--- config.mk ---
export PLATFORM = sky130hd
export DESIGN_NAME = dmem_arbiter
export DESIGN_NICKNAME = d
export VERILOG_FILES = /design/src/rtl/dmem_arbiter.sv
export SDC_FILE = /design/constraint.sdc
export NUM_CORES = 1
export LEC_CHECK = 0
export CAP_MARGIN = 25
export CORE_UTILIZATION = 37
export CTS_CLUSTER_SIZE = 40
export DETAILED_ROUTE_END_ITERATION = 6
export PLACE_DENSITY_LB_ADDON = 0.25
export RECOVER_POWER = 50
export SLEW_MARGIN = 25
export SYNTH_ARGS = -nofsm -noshare
export SYNTH_HDL_FRONTEND = slang
export SYNTH_SLANG_ARGS = --single-unit
--- constraint.sdc ---
create_clock -name clk -period 1.8 [get_ports clk]
set_clock_uncertainty 0.05 [all_clocks]
set_input_delay 0.54 -clock clk [delete_from_list [all_inputs] [get_ports clk]]
set_output_delay 0.54 -clock clk [all_outputs]
set_load 0.01 [all_outputs]
--- src/rtl/dmem_arbiter.sv ---
// Two-port round-robin arbiter for the shared data memory port.
// Requester 0 is the core load/store path and requester 1 is the loader/debug DMA.
// Each access is held on the memory port for MEM_LAT cycles.
// Completion is signalled with a one-cycle rvalid pulse to the requester that was granted.
module dmem_arbiter #(
    parameter int WIDTH   = 32,
    parameter int MEM_LAT = 1
) (
    input  logic             clk,
    input  logic             rst,
    input  logic             m0_req,
    input  logic             m0_we,
    input  logic [WIDTH-1:0] m0_addr,
    input  logic [WIDTH-1:0] m0_wdata,
    output logic             m0_gnt,
    output logic             m0_rvalid,
    output logic [WIDTH-1:0] m0_rdata,
    input  logic             m1_req,
    input  logic             m1_we,
    input  logic [WIDTH-1:0] m1_addr,
    input  logic [WIDTH-1:0] m1_wdata,
    output logic             m1_gnt,
    output logic             m1_rvalid,
    output logic [WIDTH-1:0] m1_rdata,
    output logic             mem_read_en,
    output logic             mem_write_en,
    output logic [WIDTH-1:0] mem_addr,
    output logic [WIDTH-1:0] mem_write_data,
    input  logic [WIDTH-1:0] mem_read_data
);

    // state | meaning
    // IDLE  | memory port free; requests are sampled on every edge
    // BUSY  | latched access driven onto the memory port; cnt_q counts down to completion
    typedef enum logic {IDLE, BUSY} state_t;

    localparam logic [3:0] LAT_LOAD = 4'(MEM_LAT - 1);

    state_t           state_q, state_d;
    logic [3:0]       cnt_q;
    logic             last_q;
    logic             id_q;
    logic             we_q;
    logic [WIDTH-1:0] addr_q;
    logic [WIDTH-1:0] wdata_q;
    logic             start;
    logic             start_id;
    logic             done;

    // State register; reset aborts any access in flight.
    always_ff @(posedge clk or negedge rst) begin
        if (!rst) begin
            state_q <= IDLE;
        end else begin
            state_q <= state_d;
        end
    end

    // Next state: arbitrate in IDLE, finish in BUSY once the counter reaches zero.
    always_comb begin
        state_d  = state_q;
        start    = 1'b0;
        start_id = 1'b0;
        done     = 1'b0;
        case (state_q)
            IDLE: begin
                if (m0_req || m1_req) begin
                    start   = 1'b1;
                    state_d = BUSY;
                    // On contention the requester that did not win last time takes the port.
                    start_id = (m0_req && m1_req) ? ~last_q : m1_req;
                end
            end
            BUSY: begin
                if (cnt_q == 4'd0) begin
                    done    = 1'b1;
                    state_d = IDLE;
                end
            end
            default: state_d = IDLE;
        endcase
    end

    // Access latch, latency counter, grant/response pulses and read data capture.
    always_ff @(posedge clk or negedge rst) begin
        if (!rst) begin
            cnt_q     <= 4'd0;
            last_q    <= 1'b1;
            id_q      <= 1'b0;
            we_q      <= 1'b0;
            addr_q    <= '0;
            wdata_q   <= '0;
            m0_gnt    <= 1'b0;
            m1_gnt    <= 1'b0;
            m0_rvalid <= 1'b0;
            m1_rvalid <= 1'b0;
            m0_rdata  <= '0;
            m1_rdata  <= '0;
        end else begin
            m0_gnt    <= start & ~start_id;
            m1_gnt    <= start & start_id;
            m0_rvalid <= done & ~id_q;
            m1_rvalid <= done & id_q;
            if (start) begin
                id_q    <= start_id;
                last_q  <= start_id;
                we_q    <= start_id ? m1_we    : m0_we;
                addr_q  <= start_id ? m1_addr  : m0_addr;
                wdata_q <= start_id ? m1_wdata : m0_wdata;
                cnt_q   <= LAT_LOAD;
            end else if (state_q == BUSY && cnt_q != 4'd0) begin
                cnt_q <= cnt_q - 4'd1;
            end
            if (done && !we_q) begin
                if (id_q) begin
                    m1_rdata <= mem_read_data;
                end else begin
                    m0_rdata <= mem_read_data;
                end
            end
        end
    end

    // Memory port decode; enables follow the state register so reset drops them at once.
    always_comb begin
        mem_read_en    = (state_q == BUSY) & ~we_q;
        mem_write_en   = (state_q == BUSY) & we_q;
        mem_addr       = addr_q;
        mem_write_data = wdata_q;
    end

endmodule

==> results.py <==
metrics = {
    "synthesis": {
        "yosysTopAreaCell": "dfrtp_1",
        "synth_cell_types": 30,
        "synth_warnings": 0,
        "ys_seq_area_frac": 0.5630,
        "synth_cells": 553,
        "yosysMostFrequentCell": "dfrtp_1",
        "syn_avg_cell_area_um2": 11.26,
        "ys_top_cells_by_count": "dfrtp_1 (139), nand2_1 (71), a21oi_1 (67), a22oi_1 (65), o21ai_0 (50)",
        "synth_edf_count": 0,
        "ys.flop_type": "dfrtp_1",
        "async_flop_share": 1.000,
        "synth.net_count": 720,
        "synth-seq-cells": 140,
        "synth_area_leaders": "dfrtp_1 (56%), a22oi_1 (7.8%), mux2_4 (7.2%)",
        "synth_top_cell_area_share": 0.5588,
        "synth_area_mm2": 0.006225,
    },
    "floorplanning": {
        "num_io_pins": 300,
        "die_width_um": 131.7,
        "die_area_mm2": 0.01735,
        "die_h_um": 131.7,
        "coreArea_mm2": 0.01652,
        "initial_utilization": 0.3767,
        "row_count": 47,
    },
    "sta": {
        "maxSlewViolCount": 0,
        "period_minus_slack_ps": 1784,
        "rsz0062_at_grt": "yes",
        "fin_ws_ps": 16.25,
        "max_freq_mhz": 560.6,
        "post-route-period-util": 0.9910,
        "fin_hold_ws_ps": 425.0,
        "slew_headroom": 0.5903,
        "worst_pin_slew_ps": 614.5,
        "setup_viol": 0,
        "setup_tns_ps": 0,
        "hold_viol": 0,
    },
    "cts": {
        "clock-sinks": 140,
        "clk-insertion-delay-late_ps": 410,
        "cts_root_buf": "clkbuf_16",
        "clockBufferDepth": 2,
        "cts_tree": "yes",
        "clk_pin_slew_ps": 60,
        "cts_buffers": 17,
        "h-tree-depth": 4,
    },
    "cells_and_area": {
        "post-route-util": 0.6245,
        "n_antenna_cell": 0,
        "syn_to_final_growth_pct": 65.79,
        "design_area_mm2": 0.01032,
        "drive_gt1_frac": 0.1678,
        "finalNetCount": 1036,
    },
    "drt": {
        "drtIter0Drc": 329,
        "drc": 0,
        "vias": 5711,
        "wirelength_um": 20150,
        "ant_nets": 0,
        "drt_first_pass_iters": 5,
        "wl_per_cell_um": 18.29,
        "via_per_inst": 5.182,
    },
    "global_route": {
        "grt_pass1_vias": 5880,
        "grt_max_degree": 50,
        "overflow": 0,
        "antenna_found_initial": 0,
        "grt_pass1_wl_um": 31040,
        "grt_usage": 0.2296,
    },
    "critical_path": {
        "critPathRequiredTime_ps": 2040,
        "cp.arrival_ps": 2020,
        "critPathCaptureType": "register",
        "path_class": "reg -> reg",
        "critical_path.startpoint_type": "register",
        "crit_path_max_fanout": 8,
    },
    "hold_path": {
        "hold_class": "reg -> reg",
    },
    "power": {
        "power_leakage_nw": 4.817,
        "p_per_area_mw_per_mm2": 1691,
        "ir_drop_uv": 739.1,
    },
    "outcome": {
        "status": "finished clean",
    },
    "placed_design": {
        "dpl.hpwl_um": 13680,
        "gp_congestion": 0.8229,
        "post-place-ws_ps": -274.9,
        "dpl-instance-area_mm2": 0.009689,
        "io_buffers": 299,
    },
    "run": {
        "max_cap_violations": 0,
    },
}
worst max-delay path, stage by stage (launching register included):
cell	delay, ps
dfrtp_1	390
inv_2	70
ha_4	130
buf_6	90
and4bb_1	210
nand3b_1	100
buf_6	160
clkbuf_16	170
mux2_4	300
placed cells by master, fill, tap and decap left out, types with 6 or more instances in the layout:
master | netlist | routed
clkdlybuf4s50_1 | 0 | 163
clkbuf_16 | 0 | 19
a22oi_1 | 65 | 65
o21ai_0 | 50 | 52
buf_4 | 0 | 23
buf_12 | 3 | 8
dfrtp_1 | 139 | 139
nand2_1 | 71 | 70
dlygate4sd2_1 | 0 | 132
nor2_1 | 6 | 6
mux2_1 | 30 | 8
mux2_4 | 30 | 54
o21ai_1 | 16 | 14
a21oi_1 | 67 | 67
metrics by stage:
step           total power [W]  cells
3_3_place_gp           0.01421   1058
3_5_place_dp           0.01446   1058
6_report               0.01745   1102
4_1_cts                0.01708   1093
5_1_grt                0.01849   1102
2_1_floorplan         0.009626    553
path summary, 6_finish.rpt:
check | startpoint | endpoint | slack (ps) | cells past startpoint
hold reg to reg | mem_write_data[5]$_DFFE_PN0P_ | mem_write_data[5]$_DFFE_PN0P_ | 430 | 2
hold / removal | mem_write_data[5]$_DFFE_PN0P_ | mem_write_data[5]$_DFFE_PN0P_ | 430 | 2
setup reg to reg | cnt_q[0]$_DFFE_PN0P_ | m1_rdata[4]$_DFFE_PN0P_ | 20 | 8
min in group asynchronous | rst | m0_rdata[21]$_DFFE_PN0P_ | 540 | 2
max in group asynchronous | rst | m0_rdata[27]$_DFFE_PN0P_ | 230 | 3
setup / recovery | cnt_q[0]$_DFFE_PN0P_ | m1_rdata[4]$_DFFE_PN0P_ | 20 | 8
area by class of cell:
class	instances	area, um^2
clock buffer	19	442.9
tap	220	275.3
sequential	140	3505
fill	1327	6205
multi-input combinational	360	2579
timing repair buffer	348	3347
clock inverter	13	163.9
inverter	2	7.507
flip-flops by register name, indices dropped and copies added, names as in the netlist:
name / cells
last_q: 1
mem_write_data: 32
m0_rvalid: 1
id_q: 1
cnt_q: 4
mem_addr: 32
m1_gnt: 1
state_q: 1
m1_rvalid: 1
m0_gnt: 1
m1_rdata: 32
m0_rdata: 32
we_q: 1
cells by family (layout without fill, tap and decap cells):
group | count (synthesis) | after routing | share of synthesized area
buffers and inverters | 53 | 382 | 0.04382
and+or+nand+nor | 92 | 92 | 0.06432
muxes | 67 | 67 | 0.1387
AOI/OAI and AO/OA | 200 | 200 | 0.1881
adders and majority gates | 1 | 1 | 0.002010
DFF | 140 | 140 | 0.5630
report_power, final:
part	internal [W]	total, W	switching, W
sequential	0.00475	0.00559	0.000847
clock	0.00222	0.00359	0.00137
combinational	0.00433	0.00826	0.00393
metal layers:
layer	wire length, um	up-vias	track usage	part of all wire
li1	-	2614	-	-
met1	8447	2778	0.2848	0.42
met5	0	-	0	0
met4	529	0	0.1072	0.026
met2	9704	289	0.3660	0.48
met3	1472	30	0.07099	0.073
what timing repair did:
action,CTS,global route
resized for setup,141,31
setup buffers,1,6
hold buffers,1,0
gates cloned,1,3
pin swaps,0,2
endpoints found under the setup margin,173,65
endpoints found under the hold margin,28,0
Power figures use the tool's default switching activity.
